[src/rtl/pipe_pkg.sv]
// Shared types and constants for the pipeline stall/flush controller.
// The optional performance counters are enabled by PIPE_CTRL_PERF_EN.
package pipe_pkg;

    localparam int unsigned REG_W = 5;
    localparam logic [31:0] NOP   = 32'h0000_0033;

    typedef enum logic [1:0] {
        RUN   = 2'd0,
        DWAIT = 2'd1,
        DRAIN = 2'd2
    } state_t;

endpackage

[src/rtl/pipe_ctrl_hazard_detect.sv]
// Load-use hazard comparison between the EX load and the ID source operands.
module hazard_detect
    import pipe_pkg::*;
(
    input  logic [REG_W-1:0] id_rs1,
    input  logic [REG_W-1:0] id_rs2,
    input  logic             id_use_rs1,
    input  logic             id_use_rs2,
    input  logic [REG_W-1:0] ex_rd,
    input  logic             ex_mem_read,
    output logic             load_use
);

    // x0 never carries a real dependency
    always_comb begin
        load_use = ex_mem_read && (ex_rd != '0) &&
                   ((id_use_rs1 && (ex_rd == id_rs1)) ||
                    (id_use_rs2 && (ex_rd == id_rs2)));
    end

endmodule

[src/rtl/pipe_ctrl.sv]
// Central stall/flush controller for the 5-stage pipeline.
// Optional feature macro: PIPE_CTRL_PERF_EN adds stall/flush perf counters.
module pipe_ctrl
    import pipe_pkg::*;
#(
    parameter int unsigned DRAIN_CYCLES = 3,
    parameter int unsigned CNT_W        = 32
) (
    input  logic             clk,
    input  logic             rst,
    input  logic [REG_W-1:0] id_rs1,
    input  logic [REG_W-1:0] id_rs2,
    input  logic             id_use_rs1,
    input  logic             id_use_rs2,
    input  logic             id_fence,
    input  logic [REG_W-1:0] ex_rd,
    input  logic             ex_mem_read,
    input  logic             ex_redirect,
    input  logic             imem_ready,
    input  logic             dmem_req,
    input  logic             dmem_ready,
    output logic             pc_stall,
    output logic             pc_redirect,
    output logic             stall_if_id,
    output logic             stall_id_ex,
    output logic             stall_ex_mem,
    output logic             stall_mem_wb,
    output logic             flush_if_id,
    output logic             flush_id_ex,
    output logic             flush_ex_mem,
    output logic             flush_mem_wb
`ifdef PIPE_CTRL_PERF_EN
    ,
    output logic [CNT_W-1:0] perf_stall_cnt,
    output logic [CNT_W-1:0] perf_flush_cnt
`endif
);

    localparam int unsigned DCNT_W = $clog2(DRAIN_CYCLES + 1);

    state_t              state, state_n, ret, ret_n, eff;
    logic [DCNT_W-1:0]   dcnt, dcnt_n;
    logic                drop, drop_n;
    logic                load_use;
    logic                dwait;
    logic                redir;
    logic                drain_bubble;

    hazard_detect u_hazard (
        .id_rs1      (id_rs1),
        .id_rs2      (id_rs2),
        .id_use_rs1  (id_use_rs1),
        .id_use_rs2  (id_use_rs2),
        .ex_rd       (ex_rd),
        .ex_mem_read (ex_mem_read),
        .load_use    (load_use)
    );

    // DWAIT behaves as the suspended state once the data access completes
    assign eff          = (state == DWAIT) ? ret : state;
    assign dwait        = dmem_req && !dmem_ready;
    assign redir        = ex_redirect && !dwait;
    assign drain_bubble = ((eff == DRAIN) && (dcnt > DCNT_W'(1))) ||
                          ((eff == RUN) && id_fence);

    // State, suspended state, drain counter and wrong-path flag
    always_ff @(posedge clk or posedge rst) begin
        if (rst) begin
            state <= RUN;
            ret   <= RUN;
            dcnt  <= '0;
            drop  <= 1'b0;
        end else begin
            state <= state_n;
            ret   <= ret_n;
            dcnt  <= dcnt_n;
            drop  <= drop_n;
        end
    end

    // Next-state decision in priority order: dmem wait, redirect, drain, rest
    always_comb begin
        state_n = eff;
        ret_n   = eff;
        dcnt_n  = dcnt;
        drop_n  = drop;
        if (dwait) begin
            state_n = DWAIT;
        end else if (redir) begin
            state_n = RUN;
            dcnt_n  = '0;
            drop_n  = drop || !imem_ready;
        end else if ((eff == DRAIN) && (dcnt > DCNT_W'(1))) begin
            dcnt_n = dcnt - DCNT_W'(1);
        end else if ((eff == RUN) && id_fence) begin
            state_n = DRAIN;
            dcnt_n  = DCNT_W'(DRAIN_CYCLES);
        end else begin
            // last drain step lets the fence advance; otherwise normal flow
            state_n = RUN;
            dcnt_n  = '0;
            if (!load_use && imem_ready && drop) begin
                drop_n = 1'b0;
            end
        end
    end

    // Pipeline controls; a stalled register never sees a flush
    always_comb begin
        pc_stall     = 1'b0;
        pc_redirect  = 1'b0;
        stall_if_id  = 1'b0;
        stall_id_ex  = 1'b0;
        stall_ex_mem = 1'b0;
        stall_mem_wb = 1'b0;
        flush_if_id  = 1'b0;
        flush_id_ex  = 1'b0;
        flush_ex_mem = 1'b0;
        flush_mem_wb = 1'b0;
        if (dwait) begin
            pc_stall     = 1'b1;
            stall_if_id  = 1'b1;
            stall_id_ex  = 1'b1;
            stall_ex_mem = 1'b1;
            flush_mem_wb = 1'b1;
        end else if (redir) begin
            pc_redirect = 1'b1;
            flush_if_id = 1'b1;
            flush_id_ex = 1'b1;
        end else if (drain_bubble || load_use) begin
            pc_stall    = 1'b1;
            stall_if_id = 1'b1;
            flush_id_ex = 1'b1;
        end else if (!imem_ready) begin
            pc_stall    = 1'b1;
            flush_if_id = 1'b1;
        end else if (drop) begin
            flush_if_id = 1'b1;
        end
        flush_if_id  = flush_if_id  && !stall_if_id;
        flush_id_ex  = flush_id_ex  && !stall_id_ex;
        flush_ex_mem = flush_ex_mem && !stall_ex_mem;
        flush_mem_wb = flush_mem_wb && !stall_mem_wb;
    end

`ifdef PIPE_CTRL_PERF_EN
    logic any_flush;
    assign any_flush = flush_if_id || flush_id_ex || flush_ex_mem || flush_mem_wb;

    // Free-running stall and flush cycle counters, wrapping at 2^CNT_W
    always_ff @(posedge clk or posedge rst) begin
        if (rst) begin
            perf_stall_cnt <= '0;
            perf_flush_cnt <= '0;
        end else begin
            if (pc_stall) begin
                perf_stall_cnt <= perf_stall_cnt + CNT_W'(1);
            end
            if (any_flush) begin
                perf_flush_cnt <= perf_flush_cnt + CNT_W'(1);
            end
        end
    end
`endif

endmodule

[config.mk]
export PLATFORM = sky130hd
export DESIGN_NAME = pipe_ctrl
export DESIGN_NICKNAME = d
export VERILOG_FILES = /design/src/rtl/pipe_pkg.sv /design/src/rtl/pipe_ctrl_hazard_detect.sv /design/src/rtl/pipe_ctrl.sv
export SDC_FILE = /design/constraint.sdc
export NUM_CORES = 1
export LEC_CHECK = 0
export ABC_AREA = 1
export CORE_MARGIN = 1.5
export CORE_UTILIZATION = 43
export CTS_CLUSTER_DIAMETER = 40
export DETAILED_ROUTE_END_ITERATION = 10
export GPL_TIMING_DRIVEN = 1
export PLACE_DENSITY = 0.84
export SLEW_MARGIN = 20
export SYNTH_ARGS = -nofsm -noshare
export SYNTH_HDL_FRONTEND = slang
export SYNTH_HIERARCHICAL = 1
export SYNTH_SLANG_ARGS = --single-unit
[constraint.sdc]
create_clock -name clk -period 3.88 [get_ports clk]
set_clock_uncertainty 0.15 [all_clocks]
set_input_delay 1.164 -clock clk [delete_from_list [all_inputs] [get_ports clk]]
set_output_delay 1.164 -clock clk [all_outputs]
set_load 0.005 [all_outputs]
* Word level (Yosys, flattened, before mapping) *
Index checks and enable logic that the tools add are counted.

cells by class
  multiplexer cells = 29
  reductions and logical operators = 26
  add/subtract/negate cells = 1
  bitwise logic cells = 1
  eq/ne operators = 6
  magnitude comparators = 1

operator list
  kind                 number
  $mux 1               21
  $mux 2               8
  $logic_and 1x1->1    12
  $eq 5x5->1           2
  $logic_not 1->1      6
  $reduce_bool 5->1    1
  $logic_or 1x1->1     4
  $ne 2x2->1 const B   2
  $reduce_and 4->1     1
  $eq 2x1->1 const B   1
  $eq 2x2->1 const B   1
  $gt 2x1->1 const B   1
  $logic_not 2->1      1
  $reduce_bool 2->1    1
  $sub 2x1->2 const B  1
  $not 1->1            1

word-level totals
  input bits = 25
  logic and storage cells = 68
  register bits after elaboration = 7
  output and inout port bits = 10

* Depth between registers and ports, before layout *
Gate-level depths: netlist of run 1.

  word-level depth = 11
  depth in mapped cells = 12
  mapped depth without buffers = 12

* Hierarchy *
The synthesis of run 1 kept the hierarchy.

modules (own cells, without submodules)
  module         seq. area each (µm²)  instances  area each (µm²)  cells an instance
  pipe_ctrl      175.2                 1          523.0            66
  hazard_detect  0.0                   1          216.5            55

* Worst setup path after synthesis of run 1 *
No wires, ideal clock.

  path type = input to output
  from = input port ex_rd[3]
  to = output port flush_id_ex
  setup slack = 0.678 ns
  path buffers = 0
  cell stages on the path = 10
  arrival = 1.888 ns
  required time = 2.566 ns
  cell sequence = inv_1 -> nand2_1 -> nand2_1 -> nor2_1 -> nand3_1 -> a21oi_1 -> inv_1 -> nand3_4 -> nor2_2 -> nor2_2

between the ends
  longest elaborated chain between the ends = 9
  elaborated cells on any way between the ends = 13
  classes of those cells = 2 x eq/ne; 3 x mux; 8 x reduce/logical

RTL lines
  what                                  line                                                          text
  start, declared                       pipe_ctrl.sv:16                                               input logic [REG_W-1:0] ex_rd,
  $eq 5x5->1 (on tied branches)         pipe_ctrl_hazard_detect.sv:17, pipe_ctrl_hazard_detect.sv:18
  $logic_and 1x1->1 (on tied branches)  pipe_ctrl_hazard_detect.sv:17, pipe_ctrl_hazard_detect.sv:18
  $logic_or 1x1->1                      pipe_ctrl_hazard_detect.sv:17                                 ((id_use_rs1 && (ex_rd == id_rs1)) ||
  $logic_and 1x1->1 (*)                 pipe_ctrl_hazard_detect.sv:16                                 load_use = ex_mem_read && (ex_rd != '0) &&
  net load_use                          pipe_ctrl.sv:44                                               logic load_use;
  $logic_or 1x1->1 (*)                  pipe_ctrl.sv:130                                              end else if (drain_bubble || load_use) begin
  $mux 1 (*)                            pipe_ctrl.sv:130
  $mux 1 (*)                            pipe_ctrl.sv:126                                              end else if (redir) begin
  $mux 1 (*)                            pipe_ctrl.sv:120                                              if (dwait) begin
  $logic_and 1x1->1 (*)                 pipe_ctrl.sv:141                                              flush_id_ex = flush_id_ex && !stall_id_ex;
  end, declared                         pipe_ctrl.sv:29                                               output logic flush_id_ex,

The timed path passes the listed nets; every way through them passes the cells marked *.

* Final worst setup path of run 1 *
  from = input port ex_redirect
  to = output port pc_redirect

between the ends
  longest elaborated chain between the ends = 3

RTL lines
  what               line              text
  start, declared    pipe_ctrl.sv:18   input logic ex_redirect,
  $logic_and 1x1->1  pipe_ctrl.sv:62   assign redir = ex_redirect && !dwait;
  $mux 1             pipe_ctrl.sv:126
  $mux 1             pipe_ctrl.sv:120
  end, declared      pipe_ctrl.sv:23   output logic pc_redirect,

No other way between the ends.

==> metrics.cfg, run 1 <==
[global_routing]
grt_start_max_net_pins = 8
grt_pass1_wl_um = 2863
grt.total_usage = 0.1894
antenna_found_initial = 0
grt_pass1_vias = 766
overflow = 0

[placed_design]
dp_slack_ns = -0.4429
dp_hpwl_um = 1401
placed_area_sq_um = 1084
port_buffers = 32
place.gp.congestion = 0.8305

[pwr]
vdd_drop_max_mv = 0.1031
p_comb_frac = 0.408
netSwitchingFraction = 0.3451
internal_power_uw = 170.4
switchingPower_uw = 89.78
power.density_nw_per_um2 = 236.3
clkPwrFrac = 0.257
power.share.sequential = 0.335
power.leakage_nw = 0.6792

[detailed_routing]
detail_route.wirelength_um = 1699
remaining_drc_errors = 0
avgRoutedWirePerCell_um = 9.764
postRouteAntennaNets = 0
drt-pass1-iter-count = 4
wl_met2_um = 911
via_count = 812
via_per_inst = 4.667
drt-initial-drc-count = 17
top_layer_used = met4
wl_met1_um = 720
wl_met3_um = 53

[timing]
setup-tns-final_ns = 0
finalCriticalPeriod_ns = 3.801
worst_hold_slack_ns = 0.3608
period_share = 0.9796
final_hold_viol_count = 0
worst_slack_ns = 0.07923
slew_viol_final = 0
finalSetupViolCount = 0
fmax_mhz = 263.1

[synth]
ys_seq_area_frac = 0.2369
ys_warn_count = 6
synth_area_per_cell_sq_um = 6.111
ys_ff_latch = 7
syn-instance-count = 121
syn_area_sq_um = 739.5
synthDistinctLibCells = 21

[clocking]
cts_buffers = 3
root_buffer = clkbuf_4
path_clk_slew_ns = 0.06
insertion_delay_ns = 0.25
cts_tree = yes
cts_max_level = 1
cts_max_path_buffers = 2
cts_sinks = 7

[die]
row_count = 14
ios = 35
coreArea_sq_um = 1559
initial_core_util = 0.4743
die_area_sq_um = 1978
fp.dieW_um = 44.47
die_y_um = 44.47

[setup_path]
critical_path.reg2reg.startpoint = dcnt[0]
required_ns = 2.57
critical_path_arrival_ns = 2.49
setup.worst_path.start = ex_redirect
worstSetupStartpointType = input pin
critPathMaxFanout = 4
critPathKind = in2out
critPathCaptureType = output pin

[layout]
insertedDiodeCount = 0
register_area_sq_um = 175.2
fin_nets = 185
final_area_sq_um = 1101
multi_input_area_sq_um = 437.9
layout-drive-gt1-share = 0.2152
area_growth_pct = 48.90
layout_commonest_cell = nand2_1
nFillCells = 138
final_cell_mix = nand2_1, inv_1, clkdlybuf4s50_1

[run]
cap_violations = 0

[min_path]
hold_path.class = reg2reg
worstHoldStart = drop

[outcome]
status = finished, final reports clean

## flip-flops by register name, indices dropped and copies added (netlist names)
| register | count |
|---|---|
| dcnt | 2 |
| ret | 2 |
| state | 2 |
| drop | 1 |
## final cells by class
cell class	count	area share
multi-input cells	83	0.3977
well taps	16	0.01818
inverters	28	0.09545
clock buffers	3	0.02045
flip-flops and latches	7	0.1591
repair buffers	36	0.3045
clock inverters	1	0.004545
## cells by family (layout without fill, tap and decap cells)
family / count (synthesis) / after routing / synth area share
other: 1 / 2 / 0.005071
buffers and inverters: 32 / 68 / 0.1827
adder cells (fa/ha/maj): 1 / 1 / 0.01692
AO/OA/AOI/OAI: 8 / 8 / 0.09476
AND/OR/NAND/NOR: 72 / 72 / 0.4636
flip-flops: 7 / 7 / 0.2369
## worst paths after layout
check | endpoint | slack, ns | cells after the start
worst max-delay path | pc_redirect | 0.08 | 4
worst min-delay path | drop | 0.36 | 2
worst max register to register | dcnt[1] | 2.46 | 8
worst min register to register | drop | 0.36 | 2
max in group asynchronous | dcnt[0] | 2.38 | 2
min in group asynchronous | drop | 0.99 | 2
## critical path, stage by stage
cell,delay (ns)
clkdlybuf4s50_1,0.57
nand2_1,0.14
inv_2,0.10
clkdlybuf4s50_1,0.50
## stage by stage
step	power (mW)	std cells	utilization
after floorplan	0.1485	122	-
after global placement	0.1980	170	0.6950
after detailed placement	0.2008	170	0.6950
after CTS	0.2634	174	0.6966
after global routing	0.2798	174	0.7063
final	0.2602	174	0.7063
## per-layer routing
layer	GRT usage	vias up
li1	-	424
met2	0.3710	19
met1	0.2134	367
met4	0.07273	0
met3	0	2
met5	0	-
## cells in the mapped netlist (all sizes together)
cell,instances,area share
a21oi,4,0.042
buf,4,0.041
conb,1,0.0051
dfrtp,7,0.24
ha,1,0.017
inv,28,0.14
nand2,47,0.27
nand3,10,0.091
nand4,1,0.0085
nor2,14,0.095
o21ai,4,0.052
## power groups by stage
stage | clock network [mW] | logic [mW] | registers [mW]
final | 0.0669 | 0.106 | 0.0871
after detailed placement | 0 | 0.113 | 0.0881
after floorplan | 0 | 0.0615 | 0.0870
after global placement | 0 | 0.110 | 0.0881
after global routing | 0.0729 | 0.119 | 0.0881
after CTS | 0.0694 | 0.107 | 0.0871
## what timing repair did
action	CTS	global route
hold buffers	0	0
endpoints found under the setup margin	4	5
resized for setup	24	9
setup buffers	0	0
pin swaps	3	5
Note: power is estimated with default switching activity, not from simulation.
==> inputs of run 2 (changes only) <==
--- a/config.mk
+++ b/config.mk
@@ -7,7 +7,7 @@
 export LEC_CHECK = 0
 export ABC_AREA = 1
 export CORE_MARGIN = 1.5
-export CORE_UTILIZATION = 43
+export CORE_UTILIZATION = 41
 export CTS_CLUSTER_DIAMETER = 40
 export DETAILED_ROUTE_END_ITERATION = 10
 export GPL_TIMING_DRIVEN = 1
@@ -15,5 +15,4 @@
 export SLEW_MARGIN = 20
 export SYNTH_ARGS = -nofsm -noshare
 export SYNTH_HDL_FRONTEND = slang
-export SYNTH_HIERARCHICAL = 1
 export SYNTH_SLANG_ARGS = --single-unit
==> run 2 against run 1 <==
Net effect: die area fell by 7.4%; largest cell class is now buffers; combinational power fell by 18%; hold slack got worse by 0.039 ns; clock power fell by 2%; critical path type unchanged.
==> metrics.cfg, run 2 <==
[synth]
synth_xor_area_frac = 0
synth_top_area_frac = 0.2697
synth-async-reset-ratio = 1.000
syn_area_sq_um = 649.4
synth_adder_area_share = 0.01927
ys_seq_area_frac = 0.2697
synthFlopType = dfrtp_1
synth_top_family_by_area = simple AND/OR/NAND/NOR gates
synth_edf_count = 0
yosysMostFrequentCell = nand2_1
synthDistinctLibCells = 19
synthSimpleGateAreaFrac = 0.4239
ys_ff_latch = 7
synth_area_leaders = dfrtp_1, nand2_1, inv_1
synth_compound_area_frac = 0.06166
synthTopCellsByCount = nand2_1, inv_1, nor2_1
syn-instance-count = 112
synth_mux_area_frac = 0
ys_warn_count = 0
synth_area_per_cell_sq_um = 5.798
synth_top_area_cell = dfrtp_1

[setup_path]
required_ns = 2.57
critPathMaxFanout = 4
slowest_stage = clkdlybuf4s50_1
worstSetupStartpointType = input pin
slowest_delay_ns = 0.46
cp_cell_sequence = clkdlybuf4s50_1 > inv_1 > nor2_2 > nor2_1 > buf_4 > clkdlybuf4s50_1
critPathCaptureType = output pin
critical_path_arrival_ns = 2.47
critPathKind = in2out
cpMostUsedCell = clkdlybuf4s50_1

[die]
ios = 35
fp.dieW_um = 42.80
coreArea_sq_um = 1489
die_area_sq_um = 1831
die_y_um = 42.80
row_count = 14
initial_core_util = 0.4361

[clocking]
cts_buffers = 3
root_buffer = clkbuf_4
cts_tree = yes
path_clk_slew_ns = 0.05
cts_sinks = 7
cts_max_path_buffers = 2
insertion_delay_ns = 0.25
cts_max_level = 1
post_cts_buffers = 0

[global_routing]
grt_start_max_net_pins = 8
grt_use_met1 = 0.1728
grt.total_usage = 0.1706
use_met2 = 0.3212
overflow = 0
grt_pass1_wl_um = 2346
use_met3 = 0.02979
grt_pass1_vias = 645
grt-busiest-layer = met2
antenna_found_initial = 0

[detailed_routing]
postRouteAntennaNets = 0
remaining_drc_errors = 0
detail_route.wirelength_um = 1429
via_per_inst = 4.446
drt-initial-drc-count = 4
via_count = 738
avgRoutedWirePerCell_um = 8.608
drt-pass1-iter-count = 4

[timing]
final_hold_viol_count = 0
grt_setup_unrepaired = no
finalSetupViolCount = 0
worst_slack_ns = 0.09530
slew_viol_final = 0
period_share = 0.9754
finalCriticalPeriod_ns = 3.785
setup-tns-final_ns = 0
worst_hold_slack_ns = 0.3217
fmax_mhz = 264.2

[layout]
insertedDiodeCount = 0
layout-drive-gt1-share = 0.1933
final_cell_mix = nand2_1, inv_1, clkdlybuf4s50_1
fin_nets = 177
final_area_sq_um = 1023
largestRegisters = dcnt: 2 flops, ret: 2 flops, state: 2 flops
nFillCells = 139
area_growth_pct = 57.61
postLayoutCoreUtil = 0.6874
stdcell_count = 166
layout_commonest_cell = nand2_1

[placed_design]
placed_area_sq_um = 1001
dp.cells = 162
port_buffers = 32
place.gp.congestion = 0.7701
dp_hpwl_um = 1190
dp_slack_ns = -0.3112

[min_path]
hold_path.class = reg2reg

[pwr]
p_total_uw = 236.3
vdd_drop_max_mv = 0.1141
power.density_nw_per_um2 = 230.9
power.leakage_nw = 0.6394

[run]
cap_violations = 0

[outcome]
status = finished, final reports clean

-- run 2: changes by cell type after synthesis, moves of 2 or more --
| cell | delta |
|---|---|
| a21oi_1 | -3 |
| inv_1 | -2 |
| inv_2 | +4 |
| nand2_1 | -3 |
| nand2_2 | -3 |
| nand3_1 | -4 |
| nor2_1 | +5 |
| nor2_2 | -4 |
| o22ai_1 | +2 |
-- run 2: critical path: cells and delay by family --
| kind | cells | cell delay, ns |
|---|---|---|
| buffers and inverters | 4 | 1.08 |
| and+or+nand+nor | 2 | 0.22 |
-- run 2: metal layers --
metal	share of wire	wire length [um]	up-vias
met2	0.52	746	29
met5	0	0	-
met1	0.39	562	310
met4	0.017	24	0
met3	0.066	95	3
li1	-	-	396
-- run 2: timing repair --
item | CTS | global route
resized for setup | 12 | 12
hold buffers | 0 | 0
setup endpoints to repair | 4 | 8
pin swaps | 1 | 7
-- run 2: path summary, 6_finish.rpt --
kind / cells past startpoint / slack, ns / end / startpoint
max: 6 / 0.1 / pc_redirect / dmem_req
min: 2 / 0.32 / drop / drop
max reg2reg: 10 / 2.41 / drop / dcnt[1]
min reg2reg: 2 / 0.32 / drop / drop
max in group asynchronous: 2 / 2.38 / ret[1] / rst
min in group asynchronous: 2 / 0.99 / state[0] / rst
-- run 2: cell families (layout without fill, tap and decap cells) --
group,count (synthesis),count (layout)
buf+inv,34,71
compound gates,6,6
other cells,1,2
flops,7,7
simple gates,63,63
fa+ha+maj,1,1
-- run 2: area by class of cell --
class	count	area, sq um	area share
Tap cell	16	20.02	0.01956
Clock buffer	4	26.28	0.02567
Multi-Input combinational cell	72	342.8	0.3350
Inverter	30	112.6	0.1100
Sequential cell	7	175.2	0.1711
Timing Repair Buffer	37	346.6	0.3386
-- run 2: power breakdown --
group / total (mW) / switching, mW / leakage (nW) / internal, mW
Combinational: 0.0870 / 0.0401 / 0.534 / 0.0469
Clock: 0.0657 / 0.0265 / 0.0150 / 0.0392
Sequential: 0.0836 / 0.00399 / 0.0903 / 0.0796
Total: 0.236 / 0.0706 / 0.639 / 0.166
